## src/rtl/mult_acc_if.sv

```systemverilog
// Operand/product/frame-sum bundle between mult_acc, the array multiplier and its neighbours.
// Latency: none, because this is wiring only.
// Backpressure: in_valid/in_ready on the operand side and out_valid/out_ready on the sum side.
interface mult_acc_if #(
    parameter int ACC_W = 16
);
    logic             in_valid;
    logic             in_ready;
    logic [7:0]       in_a;
    logic [7:0]       in_b;
    logic [7:0]       mult_a;
    logic [7:0]       mult_b;
    logic [7:0]       mult_x;
    logic             out_valid;
    logic             out_ready;
    logic [ACC_W-1:0] out_sum;
    logic             out_ovf;

    // The block's own view.
    modport slave (
        input  in_valid, in_a, in_b, mult_x, out_ready,
        output in_ready, mult_a, mult_b, out_valid, out_sum, out_ovf
    );

    // The surrounding environment: upstream, multiplier and downstream.
    modport master (
        output in_valid, in_a, in_b, mult_x, out_ready,
        input  in_ready, mult_a, mult_b, out_valid, out_sum, out_ovf
    );
endinterface

```

## src/rtl/mult_acc.sv

```systemverilog
// Dot-product stage that registers 8-bit multiplier products and sums them over FRAME_LEN pairs.
// Latency: the sum is valid one cycle after the last pair of a frame is accepted.
// Backpressure: in_ready drops once a frame is full and returns after the sum is taken. Macro MULT_ACC_SAT_EN makes the sum saturate instead of wrapping.
module mult_acc #(
    parameter int FRAME_LEN = 4,
    parameter int ACC_W     = 16
) (
    input logic      clk,
    input logic      rst,
    input logic      clr,
    mult_acc_if.slave bus
);
    localparam int             CNT_W    = $clog2(FRAME_LEN + 1);
    localparam logic [CNT_W-1:0] CNT_LAST = CNT_W'(FRAME_LEN - 1);
    localparam logic [CNT_W-1:0] CNT_FULL = CNT_W'(FRAME_LEN);

    typedef enum logic {ST_ACC, ST_OUT} state_t;

    state_t           state_q, state_d;
    logic [CNT_W-1:0] cnt_q, cnt_d;
    logic             p_vld_q, p_vld_d;
    logic             p_last_q, p_last_d;
    logic [7:0]       p_reg_q, p_reg_d;
    logic [ACC_W-1:0] acc_q, acc_d;
    logic             ovf_q, ovf_d;

    logic             in_rdy;
    logic             out_vld;
    logic             accept;
    logic             xfer;
    logic [ACC_W:0]   sum_ext;

    // The multiplier sits outside this block and operates directly on the live operands.
    assign bus.mult_a = bus.in_a;
    assign bus.mult_b = bus.in_b;

    assign in_rdy  = (state_q == ST_ACC) && (cnt_q < CNT_FULL);
    assign out_vld = (state_q == ST_OUT);
    assign accept  = bus.in_valid & in_rdy;
    assign xfer    = out_vld & bus.out_ready;

    assign bus.in_ready  = in_rdy;
    assign bus.out_valid = out_vld;
    assign bus.out_sum   = out_vld ? acc_q : '0;
    assign bus.out_ovf   = out_vld & ovf_q;

    // One extra bit holds the carry-out of each product add.
    assign sum_ext = {1'b0, acc_q} + (ACC_W + 1)'(p_reg_q);

    // Next state: product capture, accumulate, frame hand-off, and clear (which wins over everything).
    always_comb begin
        state_d  = state_q;
        cnt_d    = cnt_q;
        p_vld_d  = 1'b0;
        p_last_d = p_last_q;
        p_reg_d  = p_reg_q;
        acc_d    = acc_q;
        ovf_d    = ovf_q;

        if (accept) begin
            p_reg_d  = bus.mult_x;
            p_vld_d  = 1'b1;
            p_last_d = (cnt_q == CNT_LAST);
            cnt_d    = cnt_q + CNT_W'(1);
        end

        if (p_vld_q) begin
`ifdef MULT_ACC_SAT_EN
            // Once the frame has overflowed, it stays pinned at full scale.
            acc_d = (sum_ext[ACC_W] || ovf_q) ? '1 : sum_ext[ACC_W-1:0];
`else
            acc_d = sum_ext[ACC_W-1:0];
`endif
            ovf_d = ovf_q | sum_ext[ACC_W];
        end

        case (state_q)
            ST_ACC: begin
                if (p_vld_q && p_last_q) begin
                    state_d = ST_OUT;
                end
            end
            ST_OUT: begin
                if (xfer) begin
                    acc_d   = '0;
                    ovf_d   = 1'b0;
                    cnt_d   = '0;
                    state_d = ST_ACC;
                end
            end
            default: state_d = ST_ACC;
        endcase

        if (clr) begin
            state_d  = ST_ACC;
            cnt_d    = '0;
            p_vld_d  = 1'b0;
            p_last_d = 1'b0;
            p_reg_d  = '0;
            acc_d    = '0;
            ovf_d    = 1'b0;
        end
    end

    // State and datapath registers with asynchronous reset.
    always_ff @(posedge clk or posedge rst) begin
        if (rst) begin
            state_q  <= ST_ACC;
            cnt_q    <= '0;
            p_vld_q  <= 1'b0;
            p_last_q <= 1'b0;
            p_reg_q  <= '0;
            acc_q    <= '0;
            ovf_q    <= 1'b0;
        end else begin
            state_q  <= state_d;
            cnt_q    <= cnt_d;
            p_vld_q  <= p_vld_d;
            p_last_q <= p_last_d;
            p_reg_q  <= p_reg_d;
            acc_q    <= acc_d;
            ovf_q    <= ovf_d;
        end
    end
endmodule

```

## src/flat_wrapper.sv

```systemverilog
// flat-port wrapper written by rule: the top's interface ports become plain ports
module mult_acc_flat 
#(
    parameter int FRAME_LEN = 4,
    parameter int ACC_W     = 16
)
  (clk, rst, clr, bus_in_valid, bus_in_a, bus_in_b, bus_mult_x, bus_out_ready, bus_in_ready, bus_mult_a, bus_mult_b, bus_out_valid, bus_out_sum, bus_out_ovf);
  mult_acc_if #(.ACC_W(ACC_W)) bus_i ();
  input logic clk;
  input logic rst;
  input logic clr;
  input wire logic [$bits(bus_i.in_valid)-1:0] bus_in_valid;
  input wire logic [$bits(bus_i.in_a)-1:0] bus_in_a;
  input wire logic [$bits(bus_i.in_b)-1:0] bus_in_b;
  input wire logic [$bits(bus_i.mult_x)-1:0] bus_mult_x;
  input wire logic [$bits(bus_i.out_ready)-1:0] bus_out_ready;
  output wire logic [$bits(bus_i.in_ready)-1:0] bus_in_ready;
  output wire logic [$bits(bus_i.mult_a)-1:0] bus_mult_a;
  output wire logic [$bits(bus_i.mult_b)-1:0] bus_mult_b;
  output wire logic [$bits(bus_i.out_valid)-1:0] bus_out_valid;
  output wire logic [$bits(bus_i.out_sum)-1:0] bus_out_sum;
  output wire logic [$bits(bus_i.out_ovf)-1:0] bus_out_ovf;
  assign bus_i.in_valid = bus_in_valid;
  assign bus_i.in_a = bus_in_a;
  assign bus_i.in_b = bus_in_b;
  assign bus_i.mult_x = bus_mult_x;
  assign bus_i.out_ready = bus_out_ready;
  assign bus_in_ready = bus_i.in_ready;
  assign bus_mult_a = bus_i.mult_a;
  assign bus_mult_b = bus_i.mult_b;
  assign bus_out_valid = bus_i.out_valid;
  assign bus_out_sum = bus_i.out_sum;
  assign bus_out_ovf = bus_i.out_ovf;
  mult_acc #(.FRAME_LEN(FRAME_LEN), .ACC_W(ACC_W)) u_core (.clk(clk), .rst(rst), .clr(clr), .bus(bus_i));
endmodule
```

## config.mk

```make
export PLATFORM = sky130hd
export DESIGN_NAME = mult_acc_flat
export DESIGN_NICKNAME = d
export VERILOG_FILES = /design/src/rtl/mult_acc_if.sv /design/src/rtl/mult_acc.sv /design/src/flat_wrapper.sv
export SDC_FILE = /design/constraint.sdc
export NUM_CORES = 1
export LEC_CHECK = 0
export ABC_AREA = 0
export CAP_MARGIN = 20
export CORE_MARGIN = 4
export CORE_UTILIZATION = 46
export CTS_BUF_LIST = sky130_fd_sc_hd__clkbuf_16
export DETAILED_ROUTE_END_ITERATION = 10
export HOLD_SLACK_MARGIN = 0.06
export MAX_ROUTING_LAYER = met4
export PLACE_DENSITY = 0.88
export SYNTH_ARGS = -nofsm -noshare
export SYNTH_HDL_FRONTEND = slang
export SYNTH_SLANG_ARGS = --single-unit
```

## constraint.sdc

```tcl
create_clock -name clk -period 3 [get_ports clk]
set_clock_uncertainty 0.05 [all_clocks]
set_input_delay 0.6 -clock clk [delete_from_list [all_inputs] [get_ports clk]]
set_output_delay 0.6 -clock clk [all_outputs]
set_load 0.05 [all_outputs]
```

==> impl_metrics.ini <==
[final_layout]
fin_cells = 291
fill_cells = 352
drive_gt1_share_pct = 3.320
fin_nets = 280
final_util_pct = 57.15
fin_area_sq_mm = 0.002286
n_antenna_cell = 0
synthToLayoutAreaGrowth_pct = 19.57

[critical_path]
critPathKind = flop to primary output
ff2ff_path_depth = 8
timing.rr.end = u_core.acc_q[12]
worst_setup_path_end_kind = primary output
required_ns = 2.35
r2r_setup_slack_ns = 0.69
arrival_ns = 1.99
worstReg2RegStart = u_core.acc_q[0]
worstSetupStartpointType = flop
cp_max_fo = 22

[global_route]
grt_use_total_pct = 16.98
grt_pass1_wl_microns = 6789
first_global_vias = 1533
antenna_found_initial = 0
overflow = 0
grt_max_degree = 32

[yosys]
synth_cell_type_count = 29
ys_ff_latch = 31
synthCells = 224
postSynthAreaPerCell_sq_um = 8.535
synthesis.area_sq_mm = 0.001912
yosysWarningCount = 0
yosysSeqAreaShare_pct = 40.58
syn_nets = 264
synth_edf_count = 0
ys.flop_type = dfrtp_1
synthArstFlopShare_pct = 100.0

[clock_network]
h-tree-depth = 2
clkTransAtPathRegs_ns = 0.05
cts_resized = 0
clock_latency_ns = 0.27
clock_sinks = 31
clock_path_buffers = 2
cts_setup_buffers = 0
cts_made_buffers = 5
holdBufCountCts = 0
cts_tree = yes
clock-root-buffer = clkbuf_16

[floorplanning]
io_pins = 64
die_height_microns = 72.47
core_area_sq_mm = 0.004000
die_width_microns = 72.47
dieArea_sq_mm = 0.005252
start_util_pct = 47.79
rows = 23

[drt]
vias = 1566
drcViolationCount = 0
postRouteAntennaNets = 0
wire_per_inst_microns = 13.75
wl_microns = 4002
drt-initial-drc-count = 41
first_pass_iters = 4
vias_per_cell = 5.381

[timing]
final-setup-viol-count = 0
rsz0062_at_grt = no
tns_ns = 0
slew_viol_final = 0
finalCriticalPeriod_ns = 2.639
hold_viol_final = 0
fmax_ghz = 0.3789
relSlewSlack_pct = 62.34
tightest_slew_ns = 0.5615
fin_crit_sh_pct = 87.97

[min_path]
min_from = u_core.ovf_q
hold_path_depth = 2
hold_class = flop to flop
whs_endpoint = u_core.ovf_q

[placement]
place_inst = 283
placed_area_sq_mm = 0.002148
globalplace.congestion = 0.8736
dp_hpwl_microns = 2879
port-buffer-count = 31

[power]
p_leak_nw = 0.9781
vdd_drop_max_v = 0.0003521
powerDensity_mw_per_mm2 = 446.2

[run_status]
outcome = completed

[run]
maxCapViolations = 0
how the worst max path moves through the flow:
| stage | startpoint | endpoint | slack (ns) | cells after the start |
|---|---|---|---|---|
| floorplan | u_core.bus.out_valid | bus_out_sum[10] | 0.79 | 3 |
| CTS | u_core.bus.out_valid | bus_out_sum[3] | 0.33 | 2 |
| global route | u_core.bus.out_valid | bus_out_sum[3] | 0.27 | 2 |
| global placement | u_core.bus.out_valid | bus_out_sum[3] | 0.62 | 2 |
| finish | u_core.bus.out_valid | bus_out_sum[3] | 0.36 | 2 |
| detailed placement | u_core.bus.out_valid | bus_out_sum[3] | 0.63 | 2 |
per-layer routing:
layer | vias up | GRT usage, % | share of wire, % | wire length [microns]
li1 | 774 | - | - | -
met1 | 742 | 20.02 | 43 | 1715
met2 | 43 | 27.70 | 50 | 2019
met3 | 7 | 3.878 | 5.4 | 215
met4 | 0 | 7.582 | 1.3 | 51
met5 | - | - | 0 | 0
where the power goes:
group	switching (mW)	leakage, nW	internal [mW]
logic	0.0591	0.478	0.0429
registers	0.0141	0.424	0.434
clock network	0.172	0.0762	0.299
final cells by class:
class / count / area, sq um / area share, %
clock inverter: 3 / 12.51 / 0.5473
inverter: 9 / 33.78 / 1.478
timing repair buffer: 33 / 325.3 / 14.23
multi-input combinational: 160 / 950.9 / 41.60
tap: 50 / 62.56 / 2.737
clock buffer: 5 / 125.1 / 5.473
sequential: 31 / 775.7 / 33.94
synthesized netlist by cell type, types with 2 or more instances:
library cell,n,area [sq um]
a211oi_1,3,22.52
a21o_1,2,15.01
a21oi_1,23,115.1
and2_1,18,112.6
buf_4,16,120.1
clkbuf_1,7,26.28
dfrtp_1,31,775.7
ha_1,10,125.1
inv_1,9,33.78
mux2i_1,2,20.02
nand2_1,30,112.6
nand2b_1,2,12.51
nand3_1,5,25.02
nand4_1,3,18.77
nor2_1,23,86.33
o211ai_1,6,45.04
o21a_1,2,15.01
o21ai_0,9,45.04
o22ai_1,2,12.51
or3_1,4,25.02
xnor2_1,5,43.79
xor2_1,5,43.79
cells in the final DEF, fill, tap and decap left out, types with 5 or more instances in the layout:
cell type	netlist	final
dfrtp_1	31	31
o21ai_0	9	9
nor2_1	23	23
nand2_1	30	30
and2_1	18	18
ha_1	10	10
xnor2_1	5	5
o211ai_1	6	6
nand3_1	5	5
clkdlybuf4s50_1	0	31
a21oi_1	23	23
clkbuf_16	0	5
xor2_1	5	5
inv_1	9	11
worst max-delay path, stage by stage, from the launching register on:
cell and delay [ns]:
dfrtp_1 0.68, and2_1 0.23, clkdlybuf4s50_1 0.81
state kept, by name, indices dropped and copies added (netlist names):
register / count
u_core.p_last_q: 1
u_core.bus.out_valid: 1
u_core.p_reg_q: 8
u_core.p_vld_q: 1
u_core.acc_q: 16
u_core.ovf_q: 1
u_core.cnt_q: 3
cell families (layout without fill, tap and decap cells):
family                     after synthesis  count (layout)  synth area share [%]
and+or+nand+nor                         88              88                 21.60
AOI/OAI and AO/OA                       49              49                 14.92
adders and majority gates               11              11                 7.592
muxes                                    2               2                 1.047
DFF                                     31              31                 40.58
xor gates and xnor gates                10              10                 4.581
buffers and inverters                   33              50                 9.686
through the flow:
step	power, mW	setup WS (ns)	hold slack [ns]
after global routing	1.057	0.2658	0.4608
after floorplan	0.5766	0.7869	0.3924
final	1.020	0.3609	0.4427
after detailed placement	0.5558	0.6332	0.4379
after global placement	0.5511	0.6239	0.4084
after CTS	1.023	0.3281	0.4486
Note: power is estimated with default switching activity, not from simulation.
